**config.mk**
```make
export PLATFORM = sky130hd
export DESIGN_NAME = uart_word_tx_flat
export DESIGN_NICKNAME = d
export VERILOG_FILES = /design/src/rtl/uart_word_tx_if.sv /design/src/rtl/uart_word_tx.sv /design/src/flat_wrapper.sv
export SDC_FILE = /design/constraint.sdc
export NUM_CORES = 1
export LEC_CHECK = 0
export BUFFER_PORTS_ARGS = -buffer_cell sky130_fd_sc_hd__buf_2
export CAP_MARGIN = 5
export CELL_PAD_IN_SITES_DETAIL_PLACEMENT = 2
export CELL_PAD_IN_SITES_GLOBAL_PLACEMENT = 2
export CORE_UTILIZATION = 37
export DETAILED_ROUTE_END_ITERATION = 16
export GPL_ROUTABILITY_DRIVEN = 0
export PLACE_DENSITY = 0.86
export SETUP_SLACK_MARGIN = 0.2
export SYNTH_ARGS = -nofsm -noshare
export SYNTH_HDL_FRONTEND = slang
export SYNTH_SLANG_ARGS = --single-unit
```
**constraint.sdc**
```tcl
create_clock -name clk -period 2.8 [get_ports clk]
set_input_delay 0.42 -clock clk [delete_from_list [all_inputs] [get_ports clk]]
set_output_delay 0.42 -clock clk [all_outputs]
set_load 0.005 [all_outputs]
```
**src/rtl/uart_word_tx_if.sv**
```systemverilog
// rtl/uart_word_tx_if.sv - word handshake and serial line bundle for uart_word_tx
interface uart_word_tx_if;
    logic        txreq;
    logic [31:0] txdata;
    logic        txready;
    logic        txdone;
    logic        busy;
    logic        tx;

    modport master (
        output txreq,
        output txdata,
        input  txready,
        input  txdone,
        input  busy,
        input  tx
    );

    modport slave (
        input  txreq,
        input  txdata,
        output txready,
        output txdone,
        output busy,
        output tx
    );
endinterface

```
**src/rtl/uart_word_tx.sv**
```systemverilog
// rtl/uart_word_tx.sv - 32-bit word to four 8N1 UART bytes; UART_TX_PARITY_EN adds an even parity bit
module uart_word_tx #(
    parameter int CLKS_PER_BIT = 868,
    parameter int MSB_FIRST    = 0
) (
    input  logic            clk,
    input  logic            reset,
    uart_word_tx_if.slave   bus
);
    localparam int DIV_W = (CLKS_PER_BIT > 1) ? $clog2(CLKS_PER_BIT) : 1;
    localparam logic [DIV_W-1:0] DIV_LAST = DIV_W'(CLKS_PER_BIT - 1);

    typedef enum logic [2:0] {
        S_IDLE   = 3'd0,
        S_START  = 3'd1,
        S_DATA   = 3'd2,
`ifdef UART_TX_PARITY_EN
        S_PARITY = 3'd3,
`endif
        S_STOP   = 3'd4
    } state_t;

    state_t             state_q, state_d;
    logic [DIV_W-1:0]   div_q, div_d;
    logic [2:0]         bit_q, bit_d;
    logic [1:0]         byte_q, byte_d;
    logic [31:0]        word_q, word_d;
    logic               done_q, done_d;

    logic               div_last;
    logic [1:0]         byte_sel;
    logic [7:0]         cur_byte;

    assign div_last = (div_q == DIV_LAST);

    // Byte counter always counts up; MSB_FIRST only remaps which lane it points at.
    always_comb begin
        byte_sel = (MSB_FIRST != 0) ? ~byte_q : byte_q;
        case (byte_sel)
            2'd0:    cur_byte = word_q[7:0];
            2'd1:    cur_byte = word_q[15:8];
            2'd2:    cur_byte = word_q[23:16];
            default: cur_byte = word_q[31:24];
        endcase
    end

    always_ff @(posedge clk or negedge reset) begin
        if (!reset) begin
            state_q <= S_IDLE;
            div_q   <= '0;
            bit_q   <= '0;
            byte_q  <= '0;
            word_q  <= '0;
            done_q  <= 1'b0;
        end else begin
            state_q <= state_d;
            div_q   <= div_d;
            bit_q   <= bit_d;
            byte_q  <= byte_d;
            word_q  <= word_d;
            done_q  <= done_d;
        end
    end

    always_comb begin
        state_d = state_q;
        div_d   = div_q + 1'b1;
        bit_d   = bit_q;
        byte_d  = byte_q;
        word_d  = word_q;
        done_d  = 1'b0;
        case (state_q)
            S_IDLE: begin
                div_d = '0;
                if (bus.txreq) begin
                    word_d  = bus.txdata;
                    byte_d  = '0;
                    bit_d   = '0;
                    state_d = S_START;
                end
            end
            S_START: begin
                if (div_last) begin
                    div_d   = '0;
                    bit_d   = '0;
                    state_d = S_DATA;
                end
            end
            S_DATA: begin
                if (div_last) begin
                    div_d = '0;
                    if (bit_q == 3'd7) begin
`ifdef UART_TX_PARITY_EN
                        state_d = S_PARITY;
`else
                        state_d = S_STOP;
`endif
                    end else begin
                        bit_d = bit_q + 1'b1;
                    end
                end
            end
`ifdef UART_TX_PARITY_EN
            S_PARITY: begin
                if (div_last) begin
                    div_d   = '0;
                    state_d = S_STOP;
                end
            end
`endif
            S_STOP: begin
                if (div_last) begin
                    div_d = '0;
                    if (byte_q == 2'd3) begin
                        state_d = S_IDLE;
                        done_d  = 1'b1;
                    end else begin
                        byte_d  = byte_q + 1'b1;
                        state_d = S_START;
                    end
                end
            end
            default: begin
                div_d   = '0;
                state_d = S_IDLE;
            end
        endcase
    end

    // Moore outputs: an async reset forces IDLE and therefore releases the line at once.
    always_comb begin
        bus.tx      = 1'b1;
        bus.txready = (state_q == S_IDLE);
        bus.busy    = (state_q != S_IDLE);
        bus.txdone  = done_q;
        case (state_q)
            S_START:  bus.tx = 1'b0;
            S_DATA:   bus.tx = cur_byte[bit_q];
`ifdef UART_TX_PARITY_EN
            S_PARITY: bus.tx = ^cur_byte;
`endif
            default:  bus.tx = 1'b1;
        endcase
    end
endmodule

```
**src/flat_wrapper.sv**
```systemverilog
// flat-port wrapper written by rule: the top's interface ports become plain ports
module uart_word_tx_flat 
#(
    parameter int CLKS_PER_BIT = 868,
    parameter int MSB_FIRST    = 0
)
  (clk, reset, bus_txreq, bus_txdata, bus_txready, bus_txdone, bus_busy, bus_tx);
  uart_word_tx_if bus_i ();
  input  logic clk;
  input  logic reset;
  input wire logic [$bits(bus_i.txreq)-1:0] bus_txreq;
  input wire logic [$bits(bus_i.txdata)-1:0] bus_txdata;
  output wire logic [$bits(bus_i.txready)-1:0] bus_txready;
  output wire logic [$bits(bus_i.txdone)-1:0] bus_txdone;
  output wire logic [$bits(bus_i.busy)-1:0] bus_busy;
  output wire logic [$bits(bus_i.tx)-1:0] bus_tx;
  assign bus_i.txreq = bus_txreq;
  assign bus_i.txdata = bus_txdata;
  assign bus_txready = bus_i.txready;
  assign bus_txdone = bus_i.txdone;
  assign bus_busy = bus_i.busy;
  assign bus_tx = bus_i.tx;
  uart_word_tx #(.CLKS_PER_BIT(CLKS_PER_BIT), .MSB_FIRST(MSB_FIRST)) u_core (.clk(clk), .reset(reset), .bus(bus_i));
endmodule
```
==> results of run 1 <==
kinds of logic (layout without fill, tap and decap cells):
| logic type | count (synthesis) | count (layout) |
|---|---|---|
| xor gates and xnor gates | 8 | 8 |
| DFF | 51 | 51 |
| and+or+nand+nor | 54 | 54 |
| muxes | 36 | 36 |
| AOI/OAI and AO/OA | 37 | 37 |
| adders and majority gates | 7 | 7 |
| buffers and inverters | 26 | 63 |
final cells by class:
class | count | area [µm²] | area share (%)
repair buffers | 42 | 220 | 7.54
multi-input cells | 142 | 1170 | 40.2
well taps | 77 | 96.3 | 3.30
clock buffers | 5 | 68.8 | 2.36
flip-flops and latches | 51 | 1280 | 43.8
inverters | 13 | 53.8 | 1.84
clock inverters | 3 | 27.5 | 0.943
where the power goes:
group | internal [mW] | switching [mW]
Combinational | 0.0178 | 0.0224
Clock | 0.184 | 0.276
Sequential | 0.736 | 0
through the flow:
stage / util, % / total power [mW]
after detailed placement: 42.1 / 0.792
after global placement: 42.1 / 0.790
after floorplan: - / 0.752
after CTS: 45.0 / 1.25
after global routing: 45.2 / 1.27
final: 45.2 / 1.24
path summary, 6_finish.rpt:
| path | startpoint | to | slack (ns) | cells past startpoint |
|---|---|---|---|---|
| setup / recovery | u_core.byte_q[0] | bus_tx | 0.02 | 9 |
| hold / removal | reset | u_core.word_q[25] | 0.07 | 1 |
| setup reg to reg | u_core.bit_q[0] | u_core.bit_q[0] | 0.68 | 7 |
| hold reg to reg | u_core.div_q[0] | u_core.div_q[0] | 0.51 | 1 |
| max in group asynchronous | reset | u_core.byte_q[1] | 1.93 | 2 |
| min in group clk | bus_txdata[16] | u_core.word_q[16] | 0.32 | 2 |
flip-flops by register name, indices dropped and copies added, names as in the netlist:
name and count:
u_core.word_q 32, u_core.div_q 10, u_core.bit_q 3, u_core.state_q 3, u_core.byte_q 2, u_core.bus.txdone 1
timing repair:
action / 4_1_cts / 5_1_grt
pin swaps: 1 / 0
setup buffers: 2 / 0
resized for setup: 17 / 2
endpoints found under the setup margin: 1 / 1
synthesized netlist by cell type, drive strengths merged (5+ instances only):
library cell  count
buf              10
nor2             23
a21oi            13
inv              13
mux2             31
o21ai             6
ha                7
nand2            10
nand2b            5
nand3             7
dfrtp            51
xnor2             5
routing by layer:
layer  vias to the layer above  share of wire [%]
met1                       925                 43
met5                         -                  0
met3                        16                2.5
li1                        840                  -
met4                         0                3.2
met2                        39                 52
==> flow_summary.ini, run 1 <==
[route]
first_pass_iters = 10
drcViolationCount = 3
avgRoutedWirePerCell_um = 19.4
dr.first_iter.drc_count = 99
totalWireLength_um = 6470
vias = 1820
routed_via_density = 5.47
antenna_left = 0

[worst_setup_path]
critPathLaunchType = flop
cp_top_family = multiplexers
critPathKind = reg -> out
crit_chain = inv_4 -> ha_4 -> buf_4 -> a222oi_1 -> mux2i_1 -> a21oi_1 -> mux4_2 -> a21oi_2 -> buf_2
crit_path_end_kind = output port
cp_max_fo = 8
max_stage_delay_ns = 0.49
worst_path_max_delay_cell = mux4_2
arrival_ns = 2.36
cp.buffers_inverters = 3
critPathRequiredTime_ns = 2.38

[place]
post_dp_cell_area_um2 = 2720
numPortBuffers = 38
dp.cells = 323
dpl_worst_slack_ns = 0.135
hpwl_um = 4520

[cells_and_area]
finalNetCount = 297
fillers = 684
layout_commonest_cell = dfrtp_1
final_cell_area_um2 = 2920
final_cells = 333
final_cell_mix = dfrtp_1 (49), buf_2 (38), mux2_2 (31)
drive_above_1_share_pct = 38.3
n_antenna_cell = 0
syn_to_final_growth_pct = 16.2

[logic_synthesis]
ys_types = 36
synth-xor-area-share_pct = 2.79
synth_top_flop_cell = dfrtp_1
avgSynthCellArea_um2 = 11.5
synth.net_count = 261
yosys_register_bits = 51
synth_top_family_by_area = multiplexers
synthAdderAreaFrac_pct = 3.49
synth_edf_count = 0
synth.top_cell.area_share_pct = 50.8
netlist_area_um2 = 2510
synth-simple-area-share_pct = 10.7
synthMuxAreaShare_pct = 16.4
synth_compound_area_share_pct = 10.2
syn_inst = 219
yosys_warnings = 0
async_flop_share_pct = 100
synth_top_area_cell = dfrtp_1
synth.area.top_cells = dfrtp_1 (51%), mux2_2 (14%), ha_1 (3.5%), nor2_1 (3.4%), a21oi_1 (2.4%)
seq_area_frac_synth_pct = 50.8

[power]
power_leakage_nw = 1.36
p_per_area_nw_per_um2 = 424
peakVddDrop_mv = 0.180

[global_route]
antenna_found_initial = 0
gr-max-usage-layer = met2
use_met3_pct = 3.24
grt_usage_pct = 20.6
met1_usage_pct = 25.1
first_global_vias = 2094
gr-usage-met2_pct = 36.1
grt_pass1_wl_um = 11100
grt_max_degree = 39
grt-ovfl-total = 0

[clocking]
cts_hold_buf = 0
clock_sinks = 51
cts_tree = yes
clk_latency_ns = 0.32
cts_max_path_buffers = 2
cts_buffers = 5
path_clk_slew_ns = 0.11
root_buffer = clkbuf_8
h-tree-depth = 2

[timing]
finalCritPeriodShare_pct = 99.2
hold_ws_ns = 0.0721
fmax_mhz = 360
drv_slew = 0
final.setup.worst_slack_ns = 0.0212
slew_headroom_pct = 49.6
tightest_slew_ns = 0.751
fin_crit_ns = 2.78
rsz0062_at_grt = true
fin_setup_tns_ns = 0
setup_viol_count_final = 0
final_hold_viol_count = 0
final.setup_skew_ns = 0.0135

[worst_hold_path]
hold_class = in -> async

[floorplanning]
num_rows = 29
pin_count = 39
dieArea_um2 = 7120
die_w_um = 84.4
core_area_um2 = 6460
die_y_um = 84.4
start_util_pct = 38.9

[status]
outcome = complete, but fails checks
violations = DRC

[flow_run]
drv_cap = 0
No activity file was read; power rests on OpenSTA's default activity.
==> run 2: changes to the inputs <==
--- a/config.mk
+++ b/config.mk
@@ -7,12 +7,12 @@
 export LEC_CHECK = 0
 export BUFFER_PORTS_ARGS = -buffer_cell sky130_fd_sc_hd__buf_2
 export CAP_MARGIN = 5
-export CELL_PAD_IN_SITES_DETAIL_PLACEMENT = 2
-export CELL_PAD_IN_SITES_GLOBAL_PLACEMENT = 2
-export CORE_UTILIZATION = 37
+export CELL_PAD_IN_SITES_DETAIL_PLACEMENT = 0
+export CELL_PAD_IN_SITES_GLOBAL_PLACEMENT = 1
+export CORE_UTILIZATION = 44
 export DETAILED_ROUTE_END_ITERATION = 16
 export GPL_ROUTABILITY_DRIVEN = 0
-export PLACE_DENSITY = 0.86
+export PLACE_DENSITY = 0.85
 export SETUP_SLACK_MARGIN = 0.2
 export SYNTH_ARGS = -nofsm -noshare
 export SYNTH_HDL_FRONTEND = slang
==> run 2 against run 1 <==
- flip-flop and latch count unchanged
- the flow now finishes without violations
- largest power group unchanged
- cell count decreased by 1.2%
- register-to-register slack better by 0.09 ns
- critical path type unchanged
- sequential share of layout area decreased by 0.67 points
- design area grew 1.5%
==> flow_summary.ini, run 2 (synthesized netlist as in run 1, its figures left out) <==
[status]
outcome = finished clean

[global_route]
met1_usage_pct = 24.9
first_global_vias = 1740
grt-ovfl-total = 0
grt_max_degree = 52
grt_pass1_wl_um = 8390
use_met3_pct = 3.65
gr-max-usage-layer = met2
grt_usage_pct = 18.0
gr-usage-met2_pct = 28.0
antenna_found_initial = 0

[timing]
final_hold_viol_count = 0
fmax_mhz = 371
rsz0062_at_grt = true
finalCritPeriodShare_pct = 96.4
slew_headroom_pct = 52.1
final.setup.worst_slack_ns = 0.102
final.setup_skew_ns = 0.00710
fin_setup_tns_ns = 0
tightest_slew_ns = 0.714
setup_viol_count_final = 0
drv_slew = 0
fin_crit_ns = 2.70

[floorplanning]
die_y_um = 77.5
pin_count = 39
start_util_pct = 45.6
die_w_um = 77.5
dieArea_um2 = 6010
num_rows = 27
core_area_um2 = 5510

[cells_and_area]
finalNetCount = 299
layout_commonest_cell = dfrtp_1
n_antenna_cell = 0
regMostFlops = u_core.word_q
final_cells = 329
final_util_pct = 53.8
final_cell_mix = dfrtp_1 (49), buf_2 (38), mux2_2 (31)
largest_reg_flops = 32
syn_to_final_growth_pct = 18.0
top_regs = u_core.word_q x32, u_core.div_q x10
drive_above_1_share_pct = 39.3

[clocking]
cts_tree = yes
cts_buffers = 5
cts_max_path_buffers = 2
clk_latency_ns = 0.30
h-tree-depth = 2
cts_hold_buf = 0
path_clk_slew_ns = 0.09
root_buffer = clkbuf_8
clock_sinks = 51

[route]
antenna_left = 0
totalWireLength_um = 5030
avgRoutedWirePerCell_um = 15.3
dr.first_iter.drc_count = 201
first_pass_iters = 5
routed_via_density = 5.35
drcViolationCount = 0
vias = 1759

[worst_setup_path]
cp_top_family = compound AO/OA/AOI/OAI gates
crit_path_end_kind = output port
cp.buffers_inverters = 2
reg2reg_from = u_core.bit_q[0]
startpoint = u_core.byte_q[1]
worst_path_max_delay_cell = mux4_2
critPathLaunchType = flop
arrival_ns = 2.28
cp_max_fo = 8
cpMostUsedCell = a21oi_1
critPathRequiredTime_ns = 2.38
max_stage_delay_ns = 0.50
critPathKind = reg -> out
reg2reg_slack_ns = 0.77
crit_chain = inv_4 -> ha_4 -> a21oi_1 -> a221oi_2 -> a21oi_1 -> mux4_2 -> a21oi_2 -> buf_2

[worst_hold_path]
hold_class = in -> async

[power]
peakVddDrop_mv = 0.235
power_leakage_nw = 1.38
total_power_mw = 1.27
p_per_area_nw_per_um2 = 428

[place]
hpwl_um = 3370
numPortBuffers = 38
dp.cells = 318
dpl_worst_slack_ns = 0.280

[flow_run]
drv_cap = 0
-- run 2: cell count changes in the layout (fill, tap and decap cells not counted) --
cell / previous run / this run
inv_8: 1 / 0
buf_6: 0 / 1
buf_12: 0 / 1
bufinv_16: 0 / 1
clkinv_4: 1 / 0
a22oi_1: 3 / 1
a22oi_2: 1 / 3
-- run 2: area by class of cell --
cell class / count / area [µm²]
clock inverter: 2 / 37.5
sequential: 51 / 1280
fill: 500 / 2540
clock buffer: 5 / 68.8
inverter: 13 / 53.8
multi-input combinational: 142 / 1180
timing repair buffer: 44 / 251
tap: 72 / 90.1
-- run 2: path summary, 6_finish.rpt --
path                                          end  depth (start not counted)
worst max register to register    u_core.bit_q[0]                          7
worst min-delay path            u_core.state_q[1]                          2
worst min register to register    u_core.div_q[0]                          1
min in group clk                u_core.word_q[30]                          3
worst max-delay path                       bus_tx                          8
max in group asynchronous        u_core.byte_q[1]                          2
-- run 2: stage by stage --
stage,area (µm²),hold WS [ns]
after floorplan,2510,0.124
after global placement,2710,0.467
after detailed placement,2710,0.476
after CTS,2890,0.241
after global routing,2960,0.281
final,2960,0.196
-- run 2: worst reg2reg max path, delay by kind of cell (launching register included) --
family                   cells  cell delay (ns)
adder cells (fa/ha/maj)      2             0.52
flip-flops                   1             0.53
AND/OR/NAND/NOR              2             0.26
AO/OA/AOI/OAI                2             0.32
multiplexers                 1             0.30
-- run 2: metal layers --
layer	share of wire [%]	vias to the layer above
met2	47	43
met3	3.3	8
met4	1.8	0
li1	-	842
met5	0	-
met1	48	866
-- run 2: power by group --
part           internal (mW)  switching (mW)  leakage [nW]
clock network          0.261           0.234        0.0502
registers              0.736               0         0.669
logic                 0.0178          0.0203         0.662
-- run 2: repair_timing --
| item | 4_1_cts | 5_1_grt |
|---|---|---|
| endpoints found under the setup margin | 1 | 1 |
| buffers inserted | 2 | 2 |
| gates resized for setup | 14 | 8 |
| endpoints found under the hold margin | 0 | 0 |
| pin swaps | 1 | 7 |
==> run 3: changes to the inputs <==
--- a/config.mk
+++ b/config.mk
@@ -5,14 +5,14 @@
 export SDC_FILE = /design/constraint.sdc
 export NUM_CORES = 1
 export LEC_CHECK = 0
-export BUFFER_PORTS_ARGS = -buffer_cell sky130_fd_sc_hd__buf_2
 export CAP_MARGIN = 5
 export CELL_PAD_IN_SITES_DETAIL_PLACEMENT = 0
 export CELL_PAD_IN_SITES_GLOBAL_PLACEMENT = 1
-export CORE_UTILIZATION = 44
+export CORE_UTILIZATION = 50
 export DETAILED_ROUTE_END_ITERATION = 16
+export DONT_BUFFER_PORTS = 1
 export GPL_ROUTABILITY_DRIVEN = 0
-export PLACE_DENSITY = 0.85
+export PLACE_DENSITY = 0.86
 export SETUP_SLACK_MARGIN = 0.2
 export SYNTH_ARGS = -nofsm -noshare
 export SYNTH_HDL_FRONTEND = slang
==> run 3 against run 2 <==
- cell count decreased by 12%
- die area fell by 12%
- global-route usage increased by 0.70 points
- design area down 6.2%
- sequential power barely moved
- clock power increased by 5.5%
- via count fell by 8.1%
- clock skew is 0.0036 ns higher
- first-iteration DRC count fell by 49%
- sequential share of layout area up 2.8 points
- fmax up 5.3%
- register-to-register slack improved by 0.04 ns
- largest power group unchanged
==> flow_summary.ini, run 3 (synthesized netlist as in run 1, its figures left out) <==
[cells_and_area]
drive_above_1_share_pct = 28.1
final_cells = 288
syn_to_final_growth_pct = 10.8
layout_commonest_cell = dfrtp_1
regMostFlops = u_core.word_q
final_cell_mix = dfrtp_1 (49), mux2_2 (31), nor2_1 (23)
largest_reg_flops = 32
n_antenna_cell = 0
top_regs = u_core.word_q x32, u_core.div_q x10
final_util_pct = 58.1
finalNetCount = 262

[clocking]
cts_tree = yes
clk_latency_ns = 0.30
cts_buffers = 5
root_buffer = clkbuf_8
h-tree-depth = 2
path_clk_slew_ns = 0.09
clock_sinks = 51
cts_max_path_buffers = 2

[power]
peakVddDrop_mv = 0.282
power_leakage_nw = 1.25
p_per_area_nw_per_um2 = 460

[timing]
finalCritPeriodShare_pct = 91.5
drv_slew = 0
setup_viol_count_final = 0
fin_crit_ns = 2.56
rsz0062_at_grt = true
final_hold_viol_count = 0
tightest_slew_ns = 0.712
fin_setup_tns_ns = 0
slew_headroom_pct = 52.2
final.setup_skew_ns = 0.0107
fmax_mhz = 390

[place]
dp.cells = 274
hpwl_um = 3120
numPortBuffers = 0

[floorplanning]
die_w_um = 72.9
dieArea_um2 = 5310
pin_count = 39
core_area_um2 = 4790
num_rows = 25
die_y_um = 72.9
start_util_pct = 52.5

[worst_setup_path]
critPathKind = reg -> out
cp.buffers_inverters = 1
arrival_ns = 2.14
crit_chain = inv_4 -> ha_4 -> a21oi_1 -> a221oi_1 -> a21oi_1 -> mux4_2 -> a21oi_2
critPathLaunchType = flop
cp_max_fo = 8
cpMostUsedCell = a21oi_1
worst_path_max_delay_cell = mux4_2
reg2reg_slack_ns = 0.81
max_stage_delay_ns = 0.49
critPathRequiredTime_ns = 2.38
cp_top_family = compound AO/OA/AOI/OAI gates
crit_path_end_kind = output port

[global_route]
grt_pass1_wl_um = 7380
first_global_vias = 1556
grt-ovfl-total = 0
antenna_found_initial = 0
grt_usage_pct = 18.7
grt_max_degree = 52

[route]
first_pass_iters = 5
avgRoutedWirePerCell_um = 15.9
totalWireLength_um = 4570
antenna_left = 0
routed_via_density = 5.61
dr.first_iter.drc_count = 102
drcViolationCount = 0
vias = 1616

[flow_run]
drv_cap = 0

[worst_hold_path]
hold_class = in -> reg

[status]
outcome = finished clean
-- run 3: cell count changes in the layout (fill, tap and decap cells not counted), sizes merged --
| cell | change |
|---|---|
| clkinv | +1 |
| dlygate4sd3 | +1 |
| buf | -38 |
| clkinvlp | -1 |
| clkbuf | +1 |
-- run 3: repair_timing --
action                     CTS  global route
setup endpoints to repair    1             1
pin swaps                    0             8
buffers inserted             0             4
hold buffers                 2             0
hold endpoints to repair    51             0
resized for setup           12             7
-- run 3: layout make-up --
type,count,area (µm²)
timing repair buffer,7,78.8
clock buffer,6,82.6
tap,67,83.8
inverter,13,51.3
fill,396,2000
clock inverter,2,35.0
multi-input combinational,142,1170
sequential,51,1280
-- run 3: stage by stage --
step / hold WS [ns] / cell area (µm²) / worst slack (ns) / total power [mW]
2_1_floorplan: 0.124 / 2510 / 0.632 / 0.752
3_3_place_gp: 0.125 / 2510 / 0.417 / 0.752
3_5_place_dp: 0.126 / 2510 / 0.385 / 0.752
4_1_cts: 0.231 / 2720 / 0.203 / 1.30
5_1_grt: 0.239 / 2780 / 0.143 / 1.32
6_report: 0.238 / 2780 / 0.238 / 1.28
-- run 3: worst paths after layout --
kind | from | endpoint | depth (start not counted)
worst max-delay path | u_core.byte_q[0] | bus_tx | 7
worst min-delay path | bus_txdata[28] | u_core.word_q[28] | 2
worst max register to register | u_core.bit_q[0] | u_core.bit_q[0] | 7
worst min register to register | u_core.div_q[0] | u_core.div_q[0] | 1
max in group asynchronous | reset | u_core.byte_q[0] | 2
min in group asynchronous | reset | u_core.word_q[1] | 2
-- run 3: power by group --
group          total, mW  switching (mW)  leakage, nW  internal (mW)
combinational     0.0206          0.0150        0.520        0.00557
sequential         0.736               0        0.669          0.736
clock              0.522           0.233       0.0612          0.289
total               1.28           0.248         1.25           1.03
-- run 3: layer usage --
metal | GRT usage (%) | share of wire [%] | wire length, µm
met1 | 26.1 | 47 | 2160
met5 | 0 | 0 | 0
met3 | 5.39 | 4.8 | 220
met4 | 4.58 | 0.39 | 18
met2 | 28.8 | 48 | 2170
-- run 3: worst reg2reg max path, delay by kind of cell, from the launching register on --
kind | cells | cell delay [ns]
fa+ha+maj | 2 | 0.50
flops | 1 | 0.51
simple gates | 2 | 0.25
mux | 1 | 0.30
compound gates | 2 | 0.33
